## src/rtl/sprite_blitter.sv

```systemverilog
// Sprite blitter: walks a SPRITE_W x SPRITE_H sprite ROM and emits framebuffer writes, skipping KEY_COLOR.
// Optional horizontal mirroring is enabled with the SPRITE_BLITTER_FLIP_EN macro (adds input flip_h).
module sprite_blitter #(
  parameter int          SPRITE_W  = 16,
  parameter int          SPRITE_H  = 16,
  parameter int          COL_W     = 4,
  parameter int          ROW_W     = 4,
  parameter int          X_W       = 10,
  parameter int          Y_W       = 9,
  parameter logic [11:0] KEY_COLOR = 12'hF0F
) (
  input  logic             clk,
  input  logic             rst_n,
  input  logic             start,
  input  logic [X_W-1:0]   x0,
  input  logic [Y_W-1:0]   y0,
`ifdef SPRITE_BLITTER_FLIP_EN
  input  logic             flip_h,
`endif
  output logic             busy,
  output logic             done,
  output logic [ROW_W-1:0] rom_row,
  output logic [COL_W-1:0] rom_col,
  input  logic [11:0]      rom_color,
  output logic             wr_en,
  output logic [X_W-1:0]   wr_x,
  output logic [Y_W-1:0]   wr_y,
  output logic [11:0]      wr_color,
  input  logic             wr_ready
);

  typedef enum logic [1:0] {ST_IDLE, ST_FETCH, ST_DRAIN, ST_DONE} state_t;

  state_t           state_r, state_s;
  logic [ROW_W-1:0] row_r, row1_r, addr_row_s;
  logic [COL_W-1:0] col_r, col1_r, addr_col_s;
  logic [X_W-1:0]   x0_r;
  logic [Y_W-1:0]   y0_r;
  logic             valid_r;
  logic             stall_s;
  logic             issue_s;
  logic             last_s;
  logic             col_end_s;
  logic             accept_s;

  assign accept_s  = (state_r == ST_IDLE) && start;
  assign col_end_s = (col_r == COL_W'(SPRITE_W - 1));
  assign last_s    = col_end_s && (row_r == ROW_W'(SPRITE_H - 1));
  assign stall_s   = wr_en && !wr_ready;
  assign issue_s   = (state_r == ST_FETCH) && !stall_s;

  assign wr_en    = valid_r && (rom_color != KEY_COLOR);
  assign wr_x     = x0_r + X_W'(col1_r);
  assign wr_y     = y0_r + Y_W'(row1_r);
  assign wr_color = valid_r ? rom_color : 12'h000;
  assign busy     = (state_r != ST_IDLE);
  assign done     = (state_r == ST_DONE);

  // While stalled the ROM re-reads the pending pixel so rom_color stays put.
  assign addr_row_s = stall_s ? row1_r : row_r;
  assign addr_col_s = stall_s ? col1_r : col_r;
  assign rom_row    = addr_row_s;

`ifdef SPRITE_BLITTER_FLIP_EN
  logic flip_r;

  // Mirror flag captured with the origin.
  always_ff @(posedge clk or negedge rst_n) begin
    if (!rst_n) begin
      flip_r <= 1'b0;
    end else if (accept_s) begin
      flip_r <= flip_h;
    end
  end

  assign rom_col = flip_r ? (COL_W'(SPRITE_W - 1) - addr_col_s) : addr_col_s;
`else
  assign rom_col = addr_col_s;
`endif

  // State register.
  always_ff @(posedge clk or negedge rst_n) begin
    if (!rst_n) begin
      state_r <= ST_IDLE;
    end else begin
      state_r <= state_s;
    end
  end

  // Next-state logic.
  always_comb begin
    state_s = state_r;
    case (state_r)
      ST_IDLE: begin
        if (start) state_s = ST_FETCH;
        else       state_s = ST_IDLE;
      end
      ST_FETCH: begin
        if (issue_s && last_s) state_s = ST_DRAIN;
        else                   state_s = ST_FETCH;
      end
      ST_DRAIN: begin
        if (!stall_s) state_s = ST_DONE;
        else          state_s = ST_DRAIN;
      end
      ST_DONE: state_s = ST_IDLE;
      default: state_s = ST_IDLE;
    endcase
  end

  // Origin latch and row/column walk; counters return to zero after the last pixel.
  always_ff @(posedge clk or negedge rst_n) begin
    if (!rst_n) begin
      row_r <= '0;
      col_r <= '0;
      x0_r  <= '0;
      y0_r  <= '0;
    end else if (accept_s) begin
      row_r <= '0;
      col_r <= '0;
      x0_r  <= x0;
      y0_r  <= y0;
    end else if (issue_s) begin
      if (col_end_s) begin
        col_r <= '0;
        row_r <= last_s ? '0 : row_r + ROW_W'(1);
      end else begin
        col_r <= col_r + COL_W'(1);
      end
    end
  end

  // Stage 1: pixel address paired with the ROM data arriving one cycle later.
  always_ff @(posedge clk or negedge rst_n) begin
    if (!rst_n) begin
      valid_r <= 1'b0;
      row1_r  <= '0;
      col1_r  <= '0;
    end else if (!stall_s) begin
      valid_r <= issue_s;
      if (issue_s) begin
        row1_r <= row_r;
        col1_r <= col_r;
      end
    end
  end

endmodule

```

## config.mk

```make
export PLATFORM = sky130hd
export DESIGN_NAME = sprite_blitter
export DESIGN_NICKNAME = d
export VERILOG_FILES = /design/src/rtl/sprite_blitter.sv
export SDC_FILE = /design/constraint.sdc
export NUM_CORES = 1
export LEC_CHECK = 0
export BUFFER_PORTS_ARGS = -buffer_cell sky130_fd_sc_hd__buf_2
export CAP_MARGIN = 20
export CORE_MARGIN = 2
export CORE_UTILIZATION = 45
export DETAILED_ROUTE_END_ITERATION = 6
export MAX_ROUTING_LAYER = met4
export PLACE_DENSITY = 0.8
export SLEW_MARGIN = 30
export SYNTH_ARGS = -nofsm -noshare
export SYNTH_HDL_FRONTEND = slang
export SYNTH_SLANG_ARGS = --single-unit
```

## constraint.sdc

```tcl
create_clock -name clk -period 3.85 [get_ports clk]
set_input_delay 0.1925 -clock clk [delete_from_list [all_inputs] [get_ports clk]]
set_output_delay 0.1925 -clock clk [all_outputs]
set_load 0.02 [all_outputs]
```

-- Word-level counts from Yosys, hierarchy flattened
Cells that the tools add are included.
- output and inout bits: 42
- RAM bits: 0
- memories: 0
- bits in read-only memories: 0
- register bits: 38
- word-level logic and storage cells: 47
- latch bits: 0
- bits of input ports: 35
- magnitude comparators: 0
- reductions and logical operators: 14
- muxes and demuxes: 14
- $add $sub $neg: 4
- multiply operators: 0
- bitwise logic cells: 1
- div/mod/pow operators: 0
- equality and inequality tests: 6
- shift operators: 0
- operator list (cell ; count):
    two-way mux 4 bit ; 9
    two-way mux 12 bit ; 1
    != test 12 bit, second input constant ; 1
    adder 10 x 4 -> 10 bit ; 1
    adder 9 x 4 -> 9 bit ; 1
    adder 4 x 1 -> 4 bit, second input constant ; 2
    == test 4 bit, second input constant ; 2
    one-hot mux 2 bit (4 select lines) ; 1
    logical AND 1 bit ; 6
    nonzero test 2 bit ; 3
    == test 2 bit, second input constant ; 2
    AND reduction 2 bit ; 2
    == test 2 x 1 -> 1 bit, second input constant ; 1
    zero test 1 bit ; 2
    zero test 2 bit ; 1
    two-way mux 1 bit ; 2
    two-way mux 2 bit ; 1
    NOT 1 bit ; 1

-- Longest topological paths before layout
Gate-level depths: netlist (run 1).
- depth after elaboration: 8
- depth in mapped cells: 6
- gate-level depth less buffers: 6

-- Worst setup path before layout (run 1)
OpenSTA, ideal clock, no wires.
- kind: flip-flop to output port
- from: register col1_r[0]
- to: output wr_x[8]
- path buffers: 0
- required time: 3.658 ns
- arrival: 1.930 ns
- setup slack: 1.728 ns
- stages on the path, launching flop included: 7
- path through: dfrtp_1 > ha_1 > fa_1 > a21o_1 > a21oi_1 > and3b_1 > xor2_1
- word-level cells in the longest chain between the ends: 1
- ends and longest elaborated chain (what ; line ; source):
    from (decl) ; 36 ; logic [COL_W-1:0] col_r, col1_r, addr_col_s;
    from (signal assigned) ; 143 ; col1_r <= col_r;
    adder 10 x 4 -> 10 bit ; 53 ; assign wr_x = x0_r + X_W'(col1_r);
    to (decl) ; 26 ; output logic [X_W-1:0] wr_x,
Every way passes these cells.

-- Worst setup path in the final report (run 1)
Same ends and word-level chain as after synthesis.

==> results of run 1 <==
## metrics by stage
step	cells	total power, mW	hold WS (ns)
after floorplan	248	0.978	-0.103
after global placement	383	1.15	0.341
after detailed placement	383	1.16	0.334
after CTS	391	1.58	0.0196
after global routing	391	1.68	0.0662
final	391	1.57	-0.00622
## kinds of logic after synthesis
group / share of synthesized area
compound gates: 0.101
xor+xnor: 0.0498
fa+ha+maj: 0.0723
buf+inv: 0.0252
flops: 0.416
mux: 0.0870
simple gates: 0.249
## cell usage in the layout (no fill, tap or decap), drive strengths merged, types with 7 or more instances in the layout
cell type | synthesis | routed
nor2 | 7 | 7
xor2 | 9 | 9
mux2 | 15 | 15
buf | 2 | 77
and2 | 14 | 14
nand3 | 9 | 9
dfrtp | 38 | 38
o21ai | 11 | 11
ha | 10 | 10
nand2 | 70 | 70
a21oi | 9 | 9
## routing by layer
layer	up-vias	wire, um	global-route usage
li1	992	-	-
met1	933	2200	0.224
met2	59	2440	0.332
met3	10	318	0.0549
met4	0	102	0.0858
met5	-	0	-
## state kept, by name (all words and copies together), names as in the netlist, named ones only
signal,flops
row_r,4
row1_r,4
y0_r,9
state_r,1
col1_r,4
col_r,4
valid_r,1
x0_r,10
## final cells by class
type                       instances  area, sq um
multi-input combinational        197         1280
clock inverter                     2         60.1
timing repair buffer              77          388
clock buffer                       6         82.6
inverter                           4         15.0
fill                             453         1960
tap                               67         83.8
sequential                        38          951
## worst max-delay path, cell delays in order, from the launching register on
cell	delay, ns
sky130_fd_sc_hd__dfrtp_1	0.40
sky130_fd_sc_hd__ha_1	0.23
sky130_fd_sc_hd__fa_1	0.40
sky130_fd_sc_hd__a21o_1	0.20
sky130_fd_sc_hd__a21oi_1	0.24
sky130_fd_sc_hd__and3b_1	0.22
sky130_fd_sc_hd__xor2_1	0.13
sky130_fd_sc_hd__buf_2	0.15
## final timing paths
check / cells past startpoint / end / startpoint / slack (ns)
worst max-delay path: 7 / wr_x[8] / col1_r[0] / 1.38
worst min register to register: 2 / x0_r[3] / x0_r[3] / 0.49
worst min-delay path: 1 / col_r[1] / rst_n / -0.006
min in group clk: 3 / x0_r[6] / x0[6] / 0.08
max in group asynchronous: 1 / y0_r[3] / rst_n / 3.33
worst max register to register: 5 / row_r[3] / col_r[0] / 2.04
## power groups by stage
stage	Sequential (mW)	Clock [mW]	Combinational, mW
floorplan	0.553	0	0.425
global placement	0.573	0	0.572
detailed placement	0.582	0	0.580
CTS	0.576	0.425	0.583
global route	0.592	0.444	0.641
finish	0.576	0.422	0.576
## synthesized netlist by cell type (all sizes together)
cell type  instances  area (sq um)
and4bb             1          12.5
a21o               4          30.0
dfrtp             38           951
buf                2          16.3
nor2b              3          18.8
nand3              9          45.0
and3               1          6.26
a211oi             1          7.51
a311oi             2          23.8
a211o              1          8.76
mux2              15           169
xor2               9          78.8
o21ai             11          55.1
nor3               2          10.0
and4b              2          20.0
a31oi              1          6.26
and2              14          87.6
nand4b             1          8.76
or4                2          15.0
a311o              1          10.0
o211a              1          10.0
nor2               7          33.8
nor4b              1          8.76
o21ba              1          10.0
nand2             70           263
mux2i              3          30.0
clkbuf             7          26.3
inv                4          15.0
nand2b             4          25.0
fa                 2          40.0
o31a               1          8.76
ha                10           125
or2                1          6.26
and3b              1          8.76
a21oi              9          45.0
xnor2              4          35.0
o211ai             2          15.0
==> impl_metrics.prom, run 1 <==
# TYPE chip_impl_metric gauge
chip_impl_metric{name="power.static_leakage",unit="nW"} 1.53
chip_impl_metric{name="insertedDiodeCount",unit=""} 0
chip_impl_metric{name="seq_power_share",unit=""} 0.366
chip_impl_metric{name="postLayoutCellArea",unit="sq mm"} 0.00286
chip_impl_metric{name="critical_path.max_fanout",unit=""} 3
chip_impl_metric{name="switching_power",unit="uW"} 572
chip_impl_metric{name="clkPwrFrac",unit=""} 0.268
chip_impl_metric{name="synth_seq_area_share",unit=""} 0.416
chip_impl_info{name="failed_checks",value="negative hold slack"} 1
chip_impl_metric{name="grt_max_degree",unit=""} 39
chip_impl_metric{name="antenna_violating_nets_post_route",unit=""} 0
chip_impl_metric{name="clock_sinks",unit=""} 38
chip_impl_metric{name="port_buffers",unit=""} 76
chip_impl_info{name="holdCritPathClass",value="primary input to asynchronous set/reset pin"} 1
chip_impl_metric{name="detail_route.wirelength",unit="um"} 5070
chip_impl_metric{name="min_period",unit="ns"} 2.47
chip_impl_metric{name="avgSynthCellArea",unit="sq um"} 9.22
chip_impl_metric{name="unique_masters_post_synth",unit=""} 40
chip_impl_metric{name="insertion_delay",unit="ns"} 0.29
chip_impl_metric{name="grt_pass1_vias",unit=""} 1961
chip_impl_metric{name="vias",unit=""} 1994
chip_impl_metric{name="boundaryPins",unit=""} 77
chip_impl_info{name="worst_setup_path_end_kind",value="output port"} 1
chip_impl_metric{name="post_cts_hold_buffer_count",unit=""} 0
chip_impl_metric{name="route.detailed.vias_per_inst",unit=""} 5.10
chip_impl_metric{name="die_w",unit="um"} 75.3
chip_impl_metric{name="area_growth_syn_to_layout",unit="%"} 25.1
chip_impl_info{name="grt_setup_unrepaired",value="no"} 1
chip_impl_metric{name="placementRows",unit=""} 25
chip_impl_metric{name="finalHoldViolations",unit=""} 3
chip_impl_metric{name="number_of_register_bits_inferred_by_synthesis",unit=""} 38
chip_impl_metric{name="detailedPlacementHpwl",unit="um"} 3670
chip_impl_metric{name="initial_utilization",unit=""} 0.475
chip_impl_metric{name="slew_violations",unit=""} 0
chip_impl_metric{name="power.density_cell_area",unit="mW/mm^2"} 551
chip_impl_metric{name="clock_skew",unit="ns"} 0.00640
chip_impl_metric{name="final.setup.worst_slack",unit="ns"} 1.38
chip_impl_metric{name="drt_iter0_drc",unit=""} 121
chip_impl_metric{name="globalplace.congestion",unit=""} 0.793
chip_impl_metric{name="placement.setup.worst_slack",unit="ns"} 1.68
chip_impl_metric{name="postCtsSetupBuffers",unit=""} 0
chip_impl_metric{name="htreeDepth",unit=""} 2
chip_impl_metric{name="slew_headroom",unit=""} 0.440
chip_impl_metric{name="cts.clk_slew.worst_paths",unit="ns"} 0.08
chip_impl_metric{name="tritoncts.num_buffers",unit=""} 5
chip_impl_metric{name="placeableCoreArea",unit="sq mm"} 0.00482
chip_impl_info{name="root_buffer",value="sky130_fd_sc_hd__clkbuf_8"} 1
chip_impl_metric{name="power_frac_comb",unit=""} 0.366
chip_impl_metric{name="max-vdd-ir-drop",unit="mV"} 0.219
chip_impl_metric{name="post_dp_cell_area",unit="sq mm"} 0.00272
chip_impl_metric{name="synthesized_net_count",unit=""} 295
chip_impl_metric{name="route.detailed.wl_per_inst",unit="um"} 13.0
chip_impl_metric{name="clk_path_buf_depth",unit=""} 2
chip_impl_info{name="timing.critical_path.from_type",value="register"} 1
chip_impl_metric{name="final_nets",unit=""} 370
chip_impl_metric{name="final_setup_violation_count",unit=""} 0
chip_impl_metric{name="syn-instance-count",unit=""} 248
chip_impl_info{name="status",value="complete, but fails checks"} 1
chip_impl_info{name="path_class",value="register to output port"} 1
chip_impl_metric{name="crit_required",unit="ns"} 3.66
chip_impl_metric{name="detail_route.drc_violations",unit=""} 0
chip_impl_metric{name="post_cts_resized",unit=""} 0
chip_impl_metric{name="layout.core_utilization",unit=""} 0.594
chip_impl_metric{name="post_synth_instance_area",unit="sq mm"} 0.00229
chip_impl_metric{name="fmax",unit="MHz"} 405
chip_impl_metric{name="grt_usage",unit=""} 0.199
chip_impl_metric{name="design.die.area",unit="sq mm"} 0.00567
chip_impl_metric{name="grt_overflow_total",unit=""} 0
chip_impl_metric{name="antenna_found_initial",unit=""} 0
chip_impl_info{name="cts_tree",value="done"} 1
chip_impl_metric{name="switching_share",unit=""} 0.363
chip_impl_metric{name="final.period_utilization",unit=""} 0.641
chip_impl_metric{name="cap_violations",unit=""} 0
chip_impl_metric{name="synth-warning-count",unit=""} 0
chip_impl_metric{name="whs",unit="ns"} -0.00622
chip_impl_metric{name="finalSetupTns",unit="ns"} 0
chip_impl_metric{name="layout-drive-gt1-share",unit=""} 0.327
chip_impl_metric{name="tightestPinTransition",unit="ns"} 0.839
chip_impl_metric{name="arrival_time_of_the_worst_setup_path",unit="ns"} 2.27
chip_impl_metric{name="grt_pass1_wl",unit="um"} 8310
chip_impl_metric{name="internal_power",unit="mW"} 1.00
chip_impl_metric{name="die_height",unit="um"} 75.3
chip_impl_metric{name="drt_pre_antenna_iters",unit=""} 4
Power figures use the tool's default switching activity.
==> run 2: changes to the inputs <==
- ABC_AREA: default -> 1
- PLACE_DENSITY: 0.8 -> 0.79
- clock period: 3.85 -> 2.4 ns (I/O delays scaled with it)
==> run 2 against run 1 <==
Compared with the run above:
- the flow now finishes without violations
- final area grew 1.2%
- worst setup slack lost 1.2 ns
- die area grew 2.2%
- via count grew 6.8%
- register-to-register slack lost 1.3 ns
- count of clock-buffer cells in the layout is the same
- largest power group is now combinational logic
- critical path type unchanged
- cell count grew 16%
- sequential share of layout area shrank 0.39 points
- non-clock buffer count grew 1
- largest cell class unchanged
- sequential power grew 89%
==> impl_metrics.prom, run 2 <==
# TYPE chip_impl_metric gauge
chip_impl_info{name="commonest_cells_after_routing_fill_and_taps_aside",value="sky130_fd_sc_hd__nand2_1, sky130_fd_sc_hd__buf_2, sky130_fd_sc_hd__inv_1, sky130_fd_sc_hd__dfrtp_1, sky130_fd_sc_hd__nor2_1"} 1
chip_impl_metric{name="max-vdd-ir-drop",unit="mV"} 0.812
chip_impl_metric{name="clock_sinks",unit=""} 38
chip_impl_info{name="cts_tree",value="done"} 1
chip_impl_metric{name="design.die.area",unit="sq mm"} 0.00579
chip_impl_metric{name="die_height",unit="um"} 76.1
chip_impl_metric{name="globalplace.congestion",unit=""} 0.851
chip_impl_metric{name="grt_usage",unit=""} 0.202
chip_impl_metric{name="tritoncts.num_buffers",unit=""} 5
chip_impl_metric{name="number_of_register_bits_inferred_by_synthesis",unit=""} 38
chip_impl_info{name="synth_top_cells_by_area",value="sky130_fd_sc_hd__dfrtp_1, sky130_fd_sc_hd__nand2_1, sky130_fd_sc_hd__inv_1, sky130_fd_sc_hd__ha_1, sky130_fd_sc_hd__xor2_1"} 1
chip_impl_info{name="netlist.top_cell.by_area",value="sky130_fd_sc_hd__dfrtp_1"} 1
chip_impl_metric{name="die_w",unit="um"} 76.1
chip_impl_metric{name="antenna_found_initial",unit=""} 0
chip_impl_metric{name="route.detailed.wl_per_inst",unit="um"} 11.4
chip_impl_metric{name="post_cts_resized",unit=""} 0
chip_impl_metric{name="area_growth_syn_to_layout",unit="%"} 23.6
chip_impl_metric{name="grt_pass1_vias",unit=""} 2092
chip_impl_metric{name="final_setup_violation_count",unit=""} 0
chip_impl_metric{name="cap_violations",unit=""} 0
chip_impl_metric{name="detailedPlacementHpwl",unit="um"} 3840
chip_impl_metric{name="insertedDiodeCount",unit=""} 0
chip_impl_metric{name="cts.clk_slew.worst_paths",unit="ns"} 0.07
chip_impl_metric{name="placementRows",unit=""} 26
chip_impl_metric{name="placeableCoreArea",unit="sq mm"} 0.00507
chip_impl_metric{name="power.density_cell_area",unit="mW/mm^2"} 1110
chip_impl_info{name="worst_setup_path_end_kind",value="output port"} 1
chip_impl_metric{name="async_reset_ff_frac",unit=""} 1.00
chip_impl_metric{name="syn-instance-count",unit=""} 304
chip_impl_metric{name="drt_pre_antenna_iters",unit=""} 4
chip_impl_metric{name="post_cts_hold_buffer_count",unit=""} 1
chip_impl_metric{name="route.detailed.vias_per_inst",unit=""} 4.71
chip_impl_metric{name="power.static_leakage",unit="nW"} 1.73
chip_impl_metric{name="drt_iter0_drc",unit=""} 90
chip_impl_metric{name="synth-warning-count",unit=""} 0
chip_impl_metric{name="post_synth_instance_area",unit="sq mm"} 0.00234
chip_impl_metric{name="final.period_utilization",unit=""} 0.907
chip_impl_metric{name="grt_pass1_wl",unit="um"} 9250
chip_impl_info{name="timing.critical_path.from_type",value="register"} 1
chip_impl_metric{name="arrival_time_of_the_worst_setup_path",unit="ns"} 2.06
chip_impl_metric{name="synth_enable_flop_cells",unit=""} 0
chip_impl_metric{name="boundaryPins",unit=""} 77
chip_impl_metric{name="grt_max_degree",unit=""} 39
chip_impl_metric{name="antenna_violating_nets_post_route",unit=""} 0
chip_impl_metric{name="insertion_delay",unit="ns"} 0.29
chip_impl_metric{name="critical_path.max_fanout",unit=""} 4
chip_impl_metric{name="slew_violations",unit=""} 0
chip_impl_metric{name="fmax",unit="MHz"} 459
chip_impl_metric{name="largest_register_ffs",unit=""} 10
chip_impl_metric{name="tightestPinTransition",unit="ns"} 0.835
chip_impl_metric{name="port_buffers",unit=""} 76
chip_impl_metric{name="synthesized_net_count",unit=""} 351
chip_impl_metric{name="detail_route.drc_violations",unit=""} 0
chip_impl_metric{name="crit_required",unit="ns"} 2.28
chip_impl_info{name="netlist_top_cells_count",value="sky130_fd_sc_hd__nand2_1, sky130_fd_sc_hd__inv_1, sky130_fd_sc_hd__dfrtp_1, sky130_fd_sc_hd__nor2_1, sky130_fd_sc_hd__nand3_1"} 1
chip_impl_info{name="registers.top_by_ff_count",value="x0_r"} 1
chip_impl_metric{name="final_nets",unit=""} 429
chip_impl_metric{name="unique_masters_post_synth",unit=""} 27
chip_impl_metric{name="clk_path_buf_depth",unit=""} 2
chip_impl_metric{name="vias",unit=""} 2129
chip_impl_metric{name="whs",unit="ns"} 0.0141
chip_impl_info{name="path_class",value="register to output port"} 1
chip_impl_metric{name="initial_utilization",unit=""} 0.461
chip_impl_info{name="holdCritPathClass",value="primary input to register"} 1
chip_impl_metric{name="slew_headroom",unit=""} 0.443
chip_impl_info{name="mostFrequentLayoutCell",value="sky130_fd_sc_hd__nand2_1"} 1
chip_impl_info{name="status",value="completed"} 1
chip_impl_metric{name="htreeDepth",unit=""} 2
chip_impl_metric{name="finalHoldViolations",unit=""} 0
chip_impl_metric{name="postCtsSetupBuffers",unit=""} 0
chip_impl_metric{name="min_period",unit="ns"} 2.18
chip_impl_info{name="synthFlopType",value="sky130_fd_sc_hd__dfrtp_1"} 1
chip_impl_metric{name="grt_overflow_total",unit=""} 0
chip_impl_info{name="layout_top_registers",value="x0_r x10, y0_r x9"} 1
chip_impl_info{name="grt_setup_unrepaired",value="no"} 1
chip_impl_metric{name="avgSynthCellArea",unit="sq um"} 7.70
chip_impl_info{name="synthMostInstantiatedCell",value="sky130_fd_sc_hd__nand2_1"} 1
chip_impl_metric{name="layout-drive-gt1-share",unit=""} 0.262
chip_impl_metric{name="finalSetupTns",unit="ns"} 0
chip_impl_metric{name="yosys.area.top_type_share",unit=""} 0.406
chip_impl_metric{name="detail_route.wirelength",unit="um"} 5160
chip_impl_metric{name="n_fill_cell",unit=""} 494
chip_impl_info{name="root_buffer",value="sky130_fd_sc_hd__clkbuf_8"} 1
chip_impl_metric{name="synth_seq_area_share",unit=""} 0.406
chip_impl_metric{name="clock_skew",unit="ns"} 0.00441
[run 2: critical path: stages (launching register included)]
cell                      delay (ns)
sky130_fd_sc_hd__dfrtp_1        0.41
sky130_fd_sc_hd__ha_1           0.37
sky130_fd_sc_hd__a21oi_1        0.10
sky130_fd_sc_hd__nand2_1        0.12
sky130_fd_sc_hd__nand2_1        0.06
sky130_fd_sc_hd__a21oi_1        0.21
sky130_fd_sc_hd__nand2_1        0.11
sky130_fd_sc_hd__xnor2_1        0.19
sky130_fd_sc_hd__buf_2          0.19
[run 2: worst paths after layout]
| path | from | to | slack, ns | cells past startpoint |
|---|---|---|---|---|
| min | x0[1] | x0_r[1] | 0.01 | 3 |
| min reg2reg | y0_r[2] | y0_r[2] | 0.49 | 2 |
| min in group asynchronous | rst_n | y0_r[5] | 0.47 | 2 |
| max | col1_r[2] | wr_x[9] | 0.22 | 8 |
| max reg2reg | register | col_r[0] | 0.71 | 6 |
| max in group asynchronous | rst_n | x0_r[0] | 1.41 | 2 |
[run 2: layer usage]
metal  share of wire  GRT usage  vias up
li1                -          -     1106
met1            0.46      0.255      957
met2            0.47      0.328       59
met3           0.055     0.0344        7
met4           0.018     0.0800        0
met5               0          -        -
[run 2: layout make-up]
| type | instances | area [sq um] | share of cell area |
|---|---|---|---|
| multi-input combinational | 217 | 1190 | 0.410 |
| sequential | 38 | 951 | 0.329 |
| timing repair buffer | 78 | 398 | 0.138 |
| inverter | 42 | 158 | 0.0545 |
| tap | 70 | 87.6 | 0.0303 |
| clock buffer | 6 | 82.6 | 0.0285 |
| clock inverter | 1 | 30.0 | 0.0104 |
[run 2: power by group]
group | leakage, nW | total [mW] | internal [mW] | switching, mW
registers | 0.477 | 1.09 | 0.861 | 0.234
clock network | 0.0573 | 0.549 | 0.332 | 0.217
logic | 1.20 | 1.58 | 0.577 | 1.00
[run 2: through the flow]
stage | area [sq um] | worst slack [ns] | utilization | total power, mW | cells
floorplan | 2340 | 0.657 | - | 2.22 | 304
global placement | 2770 | 0.590 | 0.546 | 2.63 | 444
detailed placement | 2770 | 0.553 | 0.546 | 2.68 | 444
CTS | 2890 | 0.226 | 0.570 | 3.24 | 452
global route | 2890 | 0.0430 | 0.570 | 3.51 | 452
finish | 2890 | 0.223 | 0.570 | 3.22 | 452
[run 2: cell families (layout without fill, tap and decap cells)]
logic type,count (synthesis),count (layout),synth area share
xor gates and xnor gates,17,17,0.0636
adders and majority gates,12,12,0.0706
buffers and inverters,49,127,0.0866
and+or+nand+nor,155,155,0.288
AOI/OAI and AO/OA,33,33,0.0850
DFF,38,38,0.406
